--- src/rtl/amp_pkg.sv ---
`default_nettype none
// ============================================================================
// Module   : amp_pkg
// Brief    : Shared helpers for the amplifier output path (duty conversion).
// Revision : 1.0 - initial release
// ============================================================================
package amp_pkg;

  // Mid-scale code of an n-bit unsigned duty value: the "silence" level.
  function automatic logic [31:0] midscale(input int n);
    midscale = 32'd1 << (n - 1);
  endfunction

  // Attenuate, convert to offset binary, round to n bits and saturate.
  // The sample sits in the low sw bits of 'sample' and is sign-extended here.
  // Valid for n < sw < 64 and n <= 31.
  function automatic logic [31:0] sample_to_duty(input logic [63:0] sample,
                                                 input logic [2:0]  attn,
                                                 input int          sw,
                                                 input int          n);
    logic signed [63:0] s;
    logic [63:0]        mask_sw;
    logic [64:0]        u;
    logic [64:0]        r;
    logic [31:0]        mask_n;
    s       = $signed(sample << (64 - sw)) >>> (64 - sw);
    s       = s >>> attn;
    mask_sw = (64'd1 << sw) - 64'd1;
    u       = {1'b0, $unsigned(s) & mask_sw} ^ (65'd1 << (sw - 1));
    r       = u + (65'd1 << (sw - n - 1));
    mask_n  = (32'd1 << n) - 32'd1;
    if (r[sw]) begin
      sample_to_duty = mask_n;
    end else begin
      sample_to_duty = 32'(r >> (sw - n)) & mask_n;
    end
  endfunction

endpackage : amp_pkg
`default_nettype wire

--- src/rtl/sync_fifo.sv ---
`default_nettype none
// ============================================================================
// Module   : sync_fifo
// Brief    : Single-clock FIFO with occupancy count and combinational head.
// Revision : 1.0 - initial release
// ============================================================================
module sync_fifo #(
  parameter int WIDTH = 16,
  parameter int DEPTH = 4
) (
  input  logic                     clk,
  input  logic                     rst,
  input  logic                     push,
  input  logic                     pop,
  input  logic [WIDTH-1:0]         wdata,
  output logic [WIDTH-1:0]         rdata,
  output logic [$clog2(DEPTH):0]   level,
  output logic                     full,
  output logic                     empty
);

  localparam int c_aw = $clog2(DEPTH);

  logic [WIDTH-1:0] r_mem [DEPTH];
  logic [c_aw-1:0]  r_wptr;
  logic [c_aw-1:0]  r_rptr;
  logic [c_aw:0]    r_level;
  logic             w_do_push;
  logic             w_do_pop;

  // Guard against overflow/underflow locally so a misbehaving caller cannot
  // corrupt the pointers.
  assign w_do_push = push & (r_level != c_aw'(0) + (c_aw+1)'(DEPTH)) ;
  assign w_do_pop  = pop & (r_level != '0);

  assign full  = (r_level == (c_aw+1)'(DEPTH));
  assign empty = (r_level == '0);
  assign level = r_level;
  assign rdata = r_mem[r_rptr];

  always_ff @(posedge clk) begin
    if (w_do_push) begin
      r_mem[r_wptr] <= wdata;
    end
  end

  always_ff @(posedge clk) begin
    if (rst) begin
      r_wptr  <= '0;
      r_rptr  <= '0;
      r_level <= '0;
    end else begin
      if (w_do_push) r_wptr <= r_wptr + c_aw'(1);
      if (w_do_pop)  r_rptr <= r_rptr + c_aw'(1);
      case ({w_do_push, w_do_pop})
        2'b10:   r_level <= r_level + (c_aw+1)'(1);
        2'b01:   r_level <= r_level - (c_aw+1)'(1);
        default: r_level <= r_level;
      endcase
    end
  end

endmodule : sync_fifo
`default_nettype wire

--- src/rtl/pwm_duty_feeder.sv ---
`default_nettype none
// ============================================================================
// Module   : pwm_duty_feeder
// Brief    : Buffers PCM samples and loads PWM duty at period boundaries.
// Revision : 1.0 - initial release
// ============================================================================
module pwm_duty_feeder
  import amp_pkg::*;
#(
  parameter int SAMPLE_WIDTH = 16,
  parameter int N            = 4,
  parameter int FIFO_DEPTH   = 4
) (
  input  logic                          clk,
  input  logic                          rst,
  input  logic                          ena,
  input  logic [SAMPLE_WIDTH-1:0]       in_sample,
  input  logic                          in_valid,
  output logic                          in_ready,
  input  logic [2:0]                    attn,
  input  logic                          period_start,
  output logic [N-1:0]                  duty,
  output logic                          underflow,
  output logic [$clog2(FIFO_DEPTH):0]   level
);

  localparam logic [N-1:0] c_mid = N'(midscale(N));

  logic [SAMPLE_WIDTH-1:0] w_head;
  logic                    w_full;
  logic                    w_empty;
  logic                    w_push;
  logic                    w_pop;
  logic                    w_tick;
  logic [N-1:0]            w_conv;
  logic [N-1:0]            r_duty;
  logic                    r_underflow;

  assign in_ready = ena & ~rst & ~w_full;
  assign w_push   = in_valid & in_ready;
  assign w_tick   = ena & period_start;
  assign w_pop    = w_tick & ~w_empty;
  assign w_conv   = N'(sample_to_duty(64'(w_head), attn, SAMPLE_WIDTH, N));

  sync_fifo #(
    .WIDTH (SAMPLE_WIDTH),
    .DEPTH (FIFO_DEPTH)
  ) u_fifo (
    .clk   (clk),
    .rst   (rst),
    .push  (w_push),
    .pop   (w_pop),
    .wdata (in_sample),
    .rdata (w_head),
    .level (level),
    .full  (w_full),
    .empty (w_empty)
  );

  // Empty is registered, so a push landing on the same tick still underflows.
  always_ff @(posedge clk) begin
    if (rst) begin
      r_duty      <= c_mid;
      r_underflow <= 1'b0;
    end else begin
      r_underflow <= w_tick & w_empty;
      if (w_tick) begin
        r_duty <= w_empty ? c_mid : w_conv;
      end
    end
  end

  assign duty      = r_duty;
  assign underflow = r_underflow;

endmodule : pwm_duty_feeder
`default_nettype wire
--- config.mk ---
export PLATFORM = sky130hd
export DESIGN_NAME = pwm_duty_feeder
export DESIGN_NICKNAME = d
export VERILOG_FILES = /design/src/rtl/amp_pkg.sv /design/src/rtl/sync_fifo.sv /design/src/rtl/pwm_duty_feeder.sv
export SDC_FILE = /design/constraint.sdc
export NUM_CORES = 1
export LEC_CHECK = 0
export CAP_MARGIN = 20
export CORE_ASPECT_RATIO = 0.75
export CORE_MARGIN = 10
export CORE_UTILIZATION = 46
export DETAILED_ROUTE_END_ITERATION = 7
export PLACE_DENSITY = 0.75
export SYNTH_ARGS = -nofsm -noshare
export SYNTH_HDL_FRONTEND = slang
export SYNTH_SLANG_ARGS = --single-unit
--- constraint.sdc ---
create_clock -name clk -period 2.5 [get_ports clk]
set_input_delay 0.625 -clock clk [delete_from_list [all_inputs] [get_ports clk]]
set_output_delay 0.625 -clock clk [all_outputs]
set_load 0.1 [all_outputs]
; Word-level counts from Yosys, hierarchy flattened
; Memories as Yosys holds them, arrays and structs flattened. A register that Yosys moved wholly into a read port is not among the register bits.
; Index checks and enable logic that the tools add are counted.
; Widths: inputs -> output; s select.
[classes]
eq_ne = 4
n_bitwise = 12
add_sub_neg = 5
n_reduce_logical = 3
muxes = 7
shifts = 1
[ops]
columns = operator, count
row1 = $add 16x12->17 const B, 1
row2 = $sshr 16x3->16, 1
row3 = $and 1x1->1, 8
row4 = $mux 4, 2
row5 = $pmux 3 s2, 1
row6 = $add 2x1->2 const B, 2
row7 = $mux 2, 2
row8 = $not 1->1, 4
row9 = $add 3x1->3 const B, 1
row10 = $eq 3x3->1 const B, 1
row11 = $logic_not 3->1, 1
row12 = $ne 3x3->1 const B, 1
row13 = $reduce_bool 3->1, 1
row14 = $sub 3x1->3 const B, 1
row15 = $eq 2x1->1 const B, 1
row16 = $eq 2x2->1 const B, 1
row17 = $mux 1, 2
row18 = $reduce_bool 2->1, 1
[word_totals]
ram_bits = 64
in_bits = 24
n_memories = 1
word_cells = 38
output_inout_bits = 9
reg_bits = 12
[mem_list]
columns = name, words, word_bits, rd, rd_clocked_by_memory_dff, wr, line
row1 = u_fifo.r_mem, 4, 16, 1, 1, 1, sync_fifo.sv:24  ; logic [WIDTH-1:0] r_mem [DEPTH];

; Logic depth before layout (Yosys ltp)
[depth]
depth_word = 7
depth_mapped = 10
mapped_depth_nobuf = 10

; Hierarchy
; A second synthesis with hierarchy kept.
[hier_totals]
hier_cells = 192
area_unflattened_um2 = 3288.2
[modules_own_cells]
columns = module, cells_each, area_each_um2, seq_area_each_um2, n_inst
row1 = sync_fifo, 138, 2821.5, 2102.0, 1
row2 = pwm_duty_feeder, 54, 466.7, 100.1, 1

; Least setup slack after synthesis
; No wires, ideal clock.
[synth_timing]
path_kind = reg-to-reg
from = reg u_fifo.r_level[0] (netlist: u_fifo.level[0])
to = reg u_fifo.r_level[2] (netlist: u_fifo.level[2])
setup_slack_ns = -2.850
arrival_time_ns = 5.280
required_ns = 2.430
setup_time_ns = 0.070
stages_incl_launch_ff = 11
synth_period_minus_slack_ns = 5.350
n_path_buf = 0
cell_sequence = dfxtp_1 inv_1 a311oi_1 and2_1 inv_1 ha_1 inv_1 fa_1 xor2_1 or3_1 a21oi_1
[synth_between]
elab_chain_cells = 7
elab_cells_between_ends = 17
cone_classes = add/sub: 2 / eq/ne: 4 / mux: 1 / bitwise: 7 / reduce/logical: 3
[synth_rtl]
columns = element, line
row1 = start: declaration, sync_fifo.sv:27  ; logic [c_aw:0] r_level;
row2 = start signal: assignment, sync_fifo.sv:56  ; 2'b10: r_level <= r_level + (c_aw+1)'(1);
row3 = start signal: assignment, sync_fifo.sv:57  ; 2'b01: r_level <= r_level - (c_aw+1)'(1);
row4 = start signal: assignment, sync_fifo.sv:58  ; default: r_level <= r_level;
row5 = $eq 3x3->1 (*), sync_fifo.sv:36  ; assign full = (r_level == (c_aw+1)'(DEPTH));
row6 = $not 1->1 (*), pwm_duty_feeder.sv:39  ; assign in_ready = ena & ~rst & ~w_full;
row7 = $and 1x1->1 (*), pwm_duty_feeder.sv:39
row8 = named net in_ready, pwm_duty_feeder.sv:19  ; output logic in_ready,
row9 = $and 1x1->1 (*), pwm_duty_feeder.sv:40  ; assign w_push = in_valid & in_ready;
row10 = $and 1x1->1 (*), sync_fifo.sv:33  ; assign w_do_push = push & (r_level != c_aw'(0) + (c_aw+1)'(DEPTH)) ;
row11 = $eq 2x1->1 or $eq 2x2->1 (tied branches), sync_fifo.sv:55  ; case ({w_do_push, w_do_pop})
row12 = $pmux 3 s2 or $reduce_bool 2->1 (tied branches), -
; Mark *: on every way through the listed nets, which the timed path passes. The rest lies on a longest branch.
; A chain may end at the register's enable or synchronous reset.

; Worst setup path in the final report
[layout_timing]
from = in ena
to = out in_ready
[layout_between]
elab_chain_cells = 2
[layout_rtl]
columns = element, line
row1 = start: declaration, pwm_duty_feeder.sv:16  ; input logic ena,
row2 = $and 1x1->1 (2 in series), pwm_duty_feeder.sv:39
row3 = end: declaration, pwm_duty_feeder.sv:19
; No other way between the ends.

==> run_results.csv <==
group,metric,value,unit
run_status,status,"complete, no violations",
global_route,antenna_found_initial,0,
pwr,p_int,0.000903,W
min_path,hold_depth,2,
pwr,power.total,0.00122,W
placed_design,dp_cells,232,
global_route,grt_overflow,0,
route,via_per_inst,5.18,
placed_design,place_area,0.00215,mm^2
sta,hold_violations,0,
pwr,p_leak,0.816,nW
sta,hold_ws,0.514,ns
finish,final_util,0.615,
worst_setup_path,ff2ff_path_depth,10,
job,drv_cap,0,
floorplan,start_util,0.472,
sta,report.final.slew_viol_count,0,
clocking,cts_tree,"done",
pwr,p_sw,0.000318,W
worst_setup_path,crit_required,1.88,ns
sta,final.period_utilization,0.966,
floorplan,io_pins,33,
clocking,numCtsBuffers,5,
worst_setup_path,critPathLaunchType,"input pin",
min_path,holdCritPathClass,"reg -> reg",
floorplan,dieArea,0.00660,mm^2
global_route,grt_max_degree,16,
clocking,clock-root-buffer,"clkbuf_8",
sta,setup_viol,0,
logic_synthesis,syn_nets,176,
route,finalWirelength,3530,um
logic_synthesis,ys.flop_type,"edfxtp_1",
finish,drive_gt1_frac,0.309,
logic_synthesis,async_flop_share,0,
global_route,track_usage,0.111,
worst_setup_path,arrival,1.79,ns
worst_setup_path,end_kind,"output port",
sta,period_needed,2.41,ns
placed_design,gp_congestion,0.770,
clocking,cts_sinks,34,
logic_synthesis,yosysTopAreaCell,"edfxtp_1",
worst_setup_path,crit_path_max_fanout,5,
logic_synthesis,yosysSeqAreaShare,0.513,
sta,relSlewSlack,0.710,
worst_setup_path,crit_type,"in -> out",
clocking,post_cts_buffers,0,
pwr,combinationalPowerShare,0.194,
route,first_iter_violations,36,
finish,fill_cells,301,
route,ant_nets,0,
floorplan,rows,19,
logic_synthesis,syn-cell-area,0.00172,mm^2
placed_design,hpwl,2840,um
pwr,power.share.switching,0.260,
pwr,p_per_area,546,mW/mm^2
min_path,hold_path.startpoint,"duty[0]$_SDFFE_PP0N_",
finish,diodes,0,
clocking,cts_hold_buf,0,
clocking,cts_max_path_buffers,2,
pwr,clockPowerShare,0.301,
route,drt-pass1-iter-count,4,
logic_synthesis,synth-edff-count,20,
worst_setup_path,reg2reg_slack,0.14,ns
logic_synthesis,ys_ff_latch,34,
global_route,grt_pass1_wl,5790,um
clocking,clkTransAtPathRegs,0.06,ns
sta,fin_skew,0.00356,ns
finish,final_nets,218,
pwr,peakVddDrop,0.351,mV
logic_synthesis,ys_warn_count,0,
clocking,cts_htree_levels,2,
global_route,grt_pass1_vias,1295,
logic_synthesis,syn_inst,145,
route,wl_per_cell,14.7,um
floorplan,core_area,0.00364,mm^2
floorplan,die_x,90.5,um
logic_synthesis,syn_avg_cell_area,11.8,um^2
logic_synthesis,synth_top_cell_area_share,0.350,
finish,layout_common_cells,"buf_4, edfxtp_1, nor2_1, dfxtp_1, clkdlybuf4s50_1",
finish,areaGrowthSynthToFinish,30.3,%
sta,worstMarginPinSlew,0.429,ns
floorplan,die_y,72.9,um
finish,final_common_cell,"buf_4",
clocking,worstSkewPairLatency,0.28,ns
route,num_vias,1244,
finish,layout.cells.non_filler,240,
sta,rsz0062_at_grt,"no",
finish,fin_area,0.00224,mm^2
min_path,min_to,"duty[0]$_SDFFE_PP0N_",
sta,fmax,414,MHz
logic_synthesis,synthTopCellsByArea,"edfxtp_1, dfxtp_1, ha_1",
pwr,seqPwrFrac,0.505,
logic_synthesis,ys_types,45,
placed_design,io_buffers,21,
worst_setup_path,r2r_end,"duty[1]$_SDFFE_PP0N_",
route,drc,0,
-- area by class of cell --
| class | instances | area, um^2 | share of cell area |
|---|---|---|---|
| repair buffers | 40 | 350 | 0.157 |
| inverters | 9 | 38.8 | 0.0173 |
| well taps | 52 | 65.1 | 0.0291 |
| flip-flops and latches | 34 | 890 | 0.398 |
| clock buffers | 8 | 80.1 | 0.0358 |
| multi-input cells | 97 | 813 | 0.364 |
-- kinds of logic (layout without fill, tap and decap cells) --
kind of cell,Yosys count,in the layout,share of synthesized area
fa+ha+maj,7,7,0.0554
simple gates,51,51,0.161
xor+xnor,6,6,0.0306
compound gates,22,22,0.109
flops,34,34,0.513
buf+inv,14,57,0.0415
mux,11,11,0.0897
-- worst max-delay path, stage by stage --
cell and delay (ns):
clkdlybuf4s50_1 0.47, inv_1 0.06, a311oi_4 0.24, buf_4 0.20, buf_12 0.17
-- worst max-delay path by stage --
stage          slack (ns)                      endpoint                    startpoint
3_5_place_dp        -0.52          duty[3]$_SDFFE_PP1N_                       attn[0]
4_1_cts              0.04  u_fifo.level[2]$_SDFFE_PP0P_                           ena
3_3_place_gp        -0.38          duty[3]$_SDFFE_PP1N_                       attn[0]
6_report             0.09                      in_ready                           ena
5_1_grt             0.006  u_fifo.level[2]$_SDFFE_PP0P_                           ena
2_1_floorplan       -0.48  u_fifo.level[2]$_SDFFE_PP0P_  u_fifo.level[0]$_SDFFE_PP0P_
-- Yosys cell counts, types with 2 or more instances --
cell	count
mux2i_1	6
inv_1	9
mux2_4	3
a31oi_1	2
dfxtp_1	14
and3_1	5
o21a_1	2
nor3b_1	2
xnor2_1	2
nand3_1	2
nand2_1	9
o21ai_0	2
clkbuf_1	2
nor3_1	4
nand3b_1	5
edfxtp_1	20
or3_1	3
buf_6	2
nor2_1	15
a21oi_1	3
xor2_1	4
ha_1	6
-- state kept, by name, indices dropped and copies added (netlist names), named ones only --
name / flops
u_fifo.r_rptr: 2
duty: 4
u_fifo.r_wptr: 2
underflow: 1
u_fifo.r_mem: 20
u_fifo.level: 3
-- through the flow --
step / TNS [ns] / setup WS, ns
global route: 0 / 0.00647
finish: 0 / 0.0851
floorplan: -1.04 / -0.478
global placement: -1.11 / -0.377
CTS: 0 / 0.0422
detailed placement: -1.68 / -0.516
-- what timing repair did --
| action | CTS | global route |
|---|---|---|
| pin swaps | 0 | 1 |
| resized for setup | 2 | 4 |
| setup endpoints to repair | 2 | 3 |
-- layer usage --
metal  part of all wire  global-route usage
met4              0.020              0.0563
met2               0.53               0.206
met1               0.42               0.110
met3              0.037              0.0391
met5                  0                   0
-- power by group through the flow --
stage,Combinational (W),Clock (W),Sequential (W)
floorplan,0.000109,0,0.000666
global placement,0.000227,0,0.000627
detailed placement,0.000235,0,0.000628
CTS,0.000236,0.000378,0.000616
global route,0.000256,0.000406,0.000617
finish,0.000237,0.000367,0.000616
Note: power is estimated with default switching activity, not from simulation.
==> patch 1 (config.mk and constraints unchanged) <==
Register the output `level`, with the module's reset; this adds one clock of latency there. The other outputs are not delayed to match.
--- a/src/rtl/pwm_duty_feeder.sv
+++ b/src/rtl/pwm_duty_feeder.sv
@@ -27,4 +27,6 @@
   localparam logic [N-1:0] c_mid = N'(midscale(N));
 
+  logic [$clog2(FIFO_DEPTH):0] level_d;
+
   logic [SAMPLE_WIDTH-1:0] w_head;
   logic                    w_full;
@@ -53,5 +55,5 @@
     .wdata (in_sample),
     .rdata (w_head),
-    .level (level),
+    .level (level_d),
     .full  (w_full),
     .empty (w_empty)
@@ -74,4 +76,12 @@
   assign underflow = r_underflow;
 
+  always_ff @(posedge clk) begin
+    if (rst) begin
+      level <= '0;
+    end else begin
+      level <= level_d;
+    end
+  end
+
 endmodule : pwm_duty_feeder
 `default_nettype wire
Function: changed (Yosys sat finds a counterexample within 4 cycles, from zero or initial values and one cycle with rst high).
==> patch 1 against the unedited design <==
The flow now finishes with violations (setup timing). Worst hold slack got worse by 33 ps. Cell area increased by 15%. Sequential share of layout area decreased by 3.0 points. Sequential power increased by 7.8%. Routed wire length increased by 23%. Sequential cell count increased by 3. Via count increased by 17%. Worst setup slack got worse by 93 ps. Area after synthesis increased by 9.8%. Total power increased by 9.3%. Critical path type is now reg -> reg. Highest routed layer unchanged.
==> patch 1: results (changes against the unedited design) <==
Timing
  – Worst Skew: 7.562 ps (+3.998 ps)
  – Setup TNS: -7.902 ps (-7.902 ps)
  – Worst setup margin: -7.902 ps (-92.96 ps)
  – # setup viols final: 1 (+1)
  – Slew Limit Headroom: 68.80% (-2.2 points)

Global routing
  – Largest net degree at the start of global routing: 16 (unchanged)
  – Antenna violations before repair: 0 (unchanged)
  – GRT Util Overall: 13.04% (+1.9 points)
  – Global-route wire length before repair: 7.265 mm (+25%)
  – Number of global-route vias before repair: 1555 (+20%)

Clocking
  – Root Buffer: clkbuf_8
  – Clk pin slew, worst setup/hold paths: 80 ps (+20 ps)
  – CTS max path bufs: 2 (unchanged)
  – H-Tree Depth: 2 (unchanged)
  – Num CTS Buffers: 5 (unchanged)
  – Clock Latency Late Sink: around 290 ps

Place
  – Placer Congestion: 0.8307 (+7.9%)
  – Placed Cells: 252 (+8.6%)
  – Dpl ws: -598.8 ps (-82.81 ps)
  – PortBufs: 21 (unchanged)
  – Final HPWL DP: 3.215 mm (+13%)

Power and ir drop
  – Switching share of total power: 27.32% (+1.3 points)
  – Worst VDD drop: 354.5 µV (+0.97%)
  – Pleak: 1.011 nW (+24%)

Critical path
  – Worst EP arrival: 2710 ps (+920 ps)
  – Peak fanout along the critical path: 8 (+3)

Synth
  – Synth top area share: 31.85% (-3.1 points)
  – Ys Warns: 0 (unchanged)
  – Sequential-to-total area share from yosys stat: 49.90% (-1.4 points)
  – Synth Net Count: 192 (+9.1%)
  – Synth area leaders: edfxtp_1 (32%), dfxtp_1 (18%), mux4_1 (5.6%)
  – Post-synth EDFFs: 20 (unchanged)
  – Library cells used by synthesis: 40 (-11%)
  – Commonest cells in the netlist: edfxtp_1 (20), nor2_1 (19), dfxtp_1 (17)
  – Async set-or-reset flop fraction in the synthesized netlist: 0% (unchanged)
  – Mapped Cells: 161 (+11%)

Outcome
  – Violated checks: setup timing
  – Status: finished, violations left

Route
  – DR vias/cell: 5.298 (+2.2%)
  – DR pass1 iterations: 4 (unchanged)
  – WL final: 4.338 mm (+23%)
  – Drt first-iter violations: 75 (+110%)

Cells and area
  – Antenna diode count: 0 (unchanged)
  – Cell Count, Final, Fillers Out: 275 (+15%)
  – Ratio of cells with drive above 1 in the final layout: 34.09% (+3.2 points)
  – Most flops, register: u_fifo.r_mem
  – Max reg flops: 20 (unchanged)

Min path
  – Worst Hold Class: reg -> reg
## patch 1: cell types whose count changed after synthesis, sizes merged, moves of 3 or more
cell	delta
dfxtp	+3
mux2i	+3
nor3	+4
nand3b	-4
a21oi	+3
mux4	+5
nor2	+4
## patch 1: kinds of logic (layout without fill, tap and decap cells)
group	Yosys count	after routing	share of synthesized area, %
AND/OR/NAND/NOR	61	61	16.32
AO/OA/AOI/OAI	19	19	6.503
flip-flops	37	37	49.90
buffers and inverters	14	73	3.716
XOR/XNOR	5	5	2.323
adder cells (fa/ha/maj)	7	7	5.043
multiplexers	18	18	16.19
## patch 1: worst paths after layout
kind	start	to	slack, ps	cells after the start
setup / recovery	register	duty[3]$_SDFFE_PP1N_	-8	10
hold / removal	duty[3]$_SDFFE_PP1N_	duty[3]$_SDFFE_PP1N_	480	2
setup reg to reg	register	duty[3]$_SDFFE_PP1N_	-8	10
hold reg to reg	duty[3]$_SDFFE_PP1N_	duty[3]$_SDFFE_PP1N_	480	2
## patch 1: critical path, cell delays in order, from the launching register on
cell and delay, ps:
dfxtp_4 430, mux4_2 520, mux2i_2 240, mux2i_1 170
nand2b_1 100, nand2_1 50, ha_2 180, nand3b_1 80
nor3_1 40, or4_1 410, a22oi_1 180
## patch 1: per-stage QoR
step	total power [W]	hold WS, ps	instance area (µm²)
after floorplan	0.0008165	481.2	1941
after global placement	0.0008934	443.4	2336
after detailed placement	0.0009008	469.1	2336
after CTS	0.001338	480.7	2520
after global routing	0.001397	509.9	2574
final	0.001334	481.3	2574
## patch 1: power groups by stage
stage / combinational (W) / clock, W / sequential [W]
floorplan: 0.000110 / 0 / 0.000706
global placement: 0.000217 / 0 / 0.000677
detailed placement: 0.000222 / 0 / 0.000679
CTS: 0.000241 / 0.000433 / 0.000664
global route: 0.000270 / 0.000462 / 0.000666
finish: 0.000249 / 0.000421 / 0.000664
## patch 1: routing by layer
metal	global-route usage [%]	part of all wire (%)	wire length, µm	vias to the layer above
met2	23.26	50	2170	33
met4	3.697	0.51	22	0
li1	-	-	-	707
met5	0	0	0	-
met3	3.937	5.9	255	2
met1	14.93	44	1890	715
## patch 1: what timing repair did
| action | CTS | global route |
|---|---|---|
| endpoints found under the setup margin | 2 | 4 |
| cloned | 1 | 0 |
| pin swaps | 2 | 2 |
| resized for setup | 7 | 8 |
| buffers inserted | 8 | 6 |
## patch 1: cell type report
| cell class | count | area (µm²) |
|---|---|---|
| fillers | 324 | 1430 |
| flip-flops and latches | 37 | 945.9 |
| multi-input cells | 110 | 915.9 |
| repair buffers | 57 | 523.0 |
| clock buffers | 5 | 68.82 |
| well taps | 55 | 68.82 |
| inverters | 8 | 30.03 |
| clock inverters | 3 | 21.27 |
==> patch 2 (same settings) <==
Without the edit above. The parameter `SAMPLE_WIDTH` goes from 16 to 32.
--- a/src/rtl/pwm_duty_feeder.sv
+++ b/src/rtl/pwm_duty_feeder.sv
@@ -8,5 +8,5 @@
   import amp_pkg::*;
 #(
-  parameter int SAMPLE_WIDTH = 16,
+  parameter int SAMPLE_WIDTH = 32,
   parameter int N            = 4,
   parameter int FIFO_DEPTH   = 4
Interface: changed (resized in_sample); port bits go from 33 to 49. The function was not compared with the original's and may differ.
==> patch 2 against the unedited design <==
Critical path depth up 3. Cell area up 5.4%. Routed wire length up 12%. Sequential cell count unchanged. Area after synthesis up 1.8%. Non-clock buffer count up 6. Worst setup slack better by 50 ps. Total power up 17%. Fmax up 2.1%. Final cell count up 1.7%.
==> patch 2: results (changes against the unedited design) <==
Outcome
  – Status: finished clean

Clocking
  – CTS max path bufs: 2 (unchanged)
  – Clk pin slew, worst setup/hold paths: 70 ps
  – Root Buffer: clkbuf_8

Route
  – WL per Instance: 16.18 µm (+10%)
  – Met1 wire length: 1.711 mm (+16%)
  – DR vias/cell: 5.385 (+3.9%)
  – Drt first-iter violations: 99 (+180%)
  – Vias: 1314 (+5.6%)
  – Routed met3 length: 140 µm (+6.9%)
  – WL met2: 2.040 mm (+10%)

Power and ir drop
  – Pleak: 0.8872 nW (+8.7%)
  – Worst VDD drop: 386.5 µV (+10%)

Min path
  – Min-delay src: duty[0]$_SDFFE_PP0N_

Critical path
  – Slowest cell on crit path: mux4_2
  – Worst reg-to-reg path cell count: 8 (-2)
  – Worst EP arrival: 2560 ps (+770 ps)
  – Slowest stage delay, CP: 530 ps (+60 ps)
  – Setup crit end: duty[1]$_SDFFE_PP0N_
  – Critical path's top delay family: multiplexers
  – Critical path class: reg -> reg
  – Peak fanout along the critical path: 7 (+2)

Cells and area
  – Final clock-cell share: 5.836% (+2.3 points)
  – #MultiIn Comb: 95 (-2.1%)
  – Fill cell count: 280 (-7.0%)
  – Nets: 238 (+9.2%)
  – Final core occ: 64.42% (+2.9 points)
  – NonClk Buf Share: 16.66% (+1.0 points)
  – Ratio of cells with drive above 1 in the final layout: 34.90% (+4.0 points)
  – Signal buffers: 46 (+15%)
  – Multi-input combinational area share: 35.49% (-0.86 points)
  – Clock buffers: 7 (-1)

Timing
  – Worst hold slack: 472.8 ps (-41.14 ps)
  – Period utilisation layout: 94.59% (-2.0 points)
  – # setup viols final: 0 (unchanged)
  – Slew Limit Headroom: 77.83% (+6.8 points)
  – Worst Skew: 3.997 ps (+0.4335 ps)

Synth
  – Ys Warns: 0 (unchanged)
  – Post-synthesis compound-gate area fraction: 10.31% (-0.55 points)
  – Commonest cells in the netlist: edfxtp_1 (20), dfxtp_1 (14), nor2_1 (13)
  – Mux cell area share after synthesis: 14.32% (+5.4 points)
  – Post-Syn Area per Cell: 12.31 µm² (+4.0%)
  – Sequential-to-total area share from yosys stat: 50.39% (-0.92 points)
  – Library cells used by synthesis: 43 (-4.4%)
  – Top_reg_cell synth: edfxtp_1
  – Synth Area in Adders: 5.440% (-0.099 points)
  – Xor/xnor cell area share of the yosys netlist: 3.006% (-0.055 points)
  – Synth area leaders: edfxtp_1 (34%), dfxtp_1 (16%), mux4_2 (9.0%)
  – Synth Net Count: 189 (+7.4%)

Global routing
  – Global-route wire length before repair: 6.561 mm (+13%)
  – Met2 usage: 21.00% (+0.41 points)
  – GRT Util Overall: 12.42% (+1.3 points)
  – Met1 GRT Util: 14.89% (+3.9 points)
  – Largest net degree at the start of global routing: 13 (-3)
  – Grt met3 use: 3.154% (-0.75 points)

Place
  – Placed Area: 2201 µm² (+2.4%)
  – Placer Congestion: 0.8894 (+16%)
  – Placed Cells: 234 (+0.86%)
  – Dpl ws: -354.3 ps (+161.7 ps)
  – Final HPWL DP: 3.064 mm (+8.0%)
-- patch 2: changes by cell type after synthesis, moves of 2 or more --
| cell | delta |
|---|---|
| a21oi_1 | +6 |
| mux4_2 | +6 |
| nand3b_1 | -5 |
| a31oi_1 | -2 |
| clkbuf_1 | -2 |
| mux2_4 | -2 |
| mux2i_1 | -2 |
| nor2_1 | -2 |
| nor2b_1 | +2 |
| nor3_1 | -2 |
| o21a_1 | -2 |
-- patch 2: repair_timing --
item / CTS / global route
gates cloned: 0 / 0
buffers inserted: 0 / 2
hold endpoints to repair: 0 / 0
pin swaps: 0 / 2
setup endpoints to repair: 2 / 1
gates resized for setup: 1 / 2
-- patch 2: power by group --
part	internal, W	leakage, nW	switching, W
combinational	0.000103	0.521	0.000133
clock	0.000385	0.0696	0.000195
sequential	0.000605	0.296	0.0000118
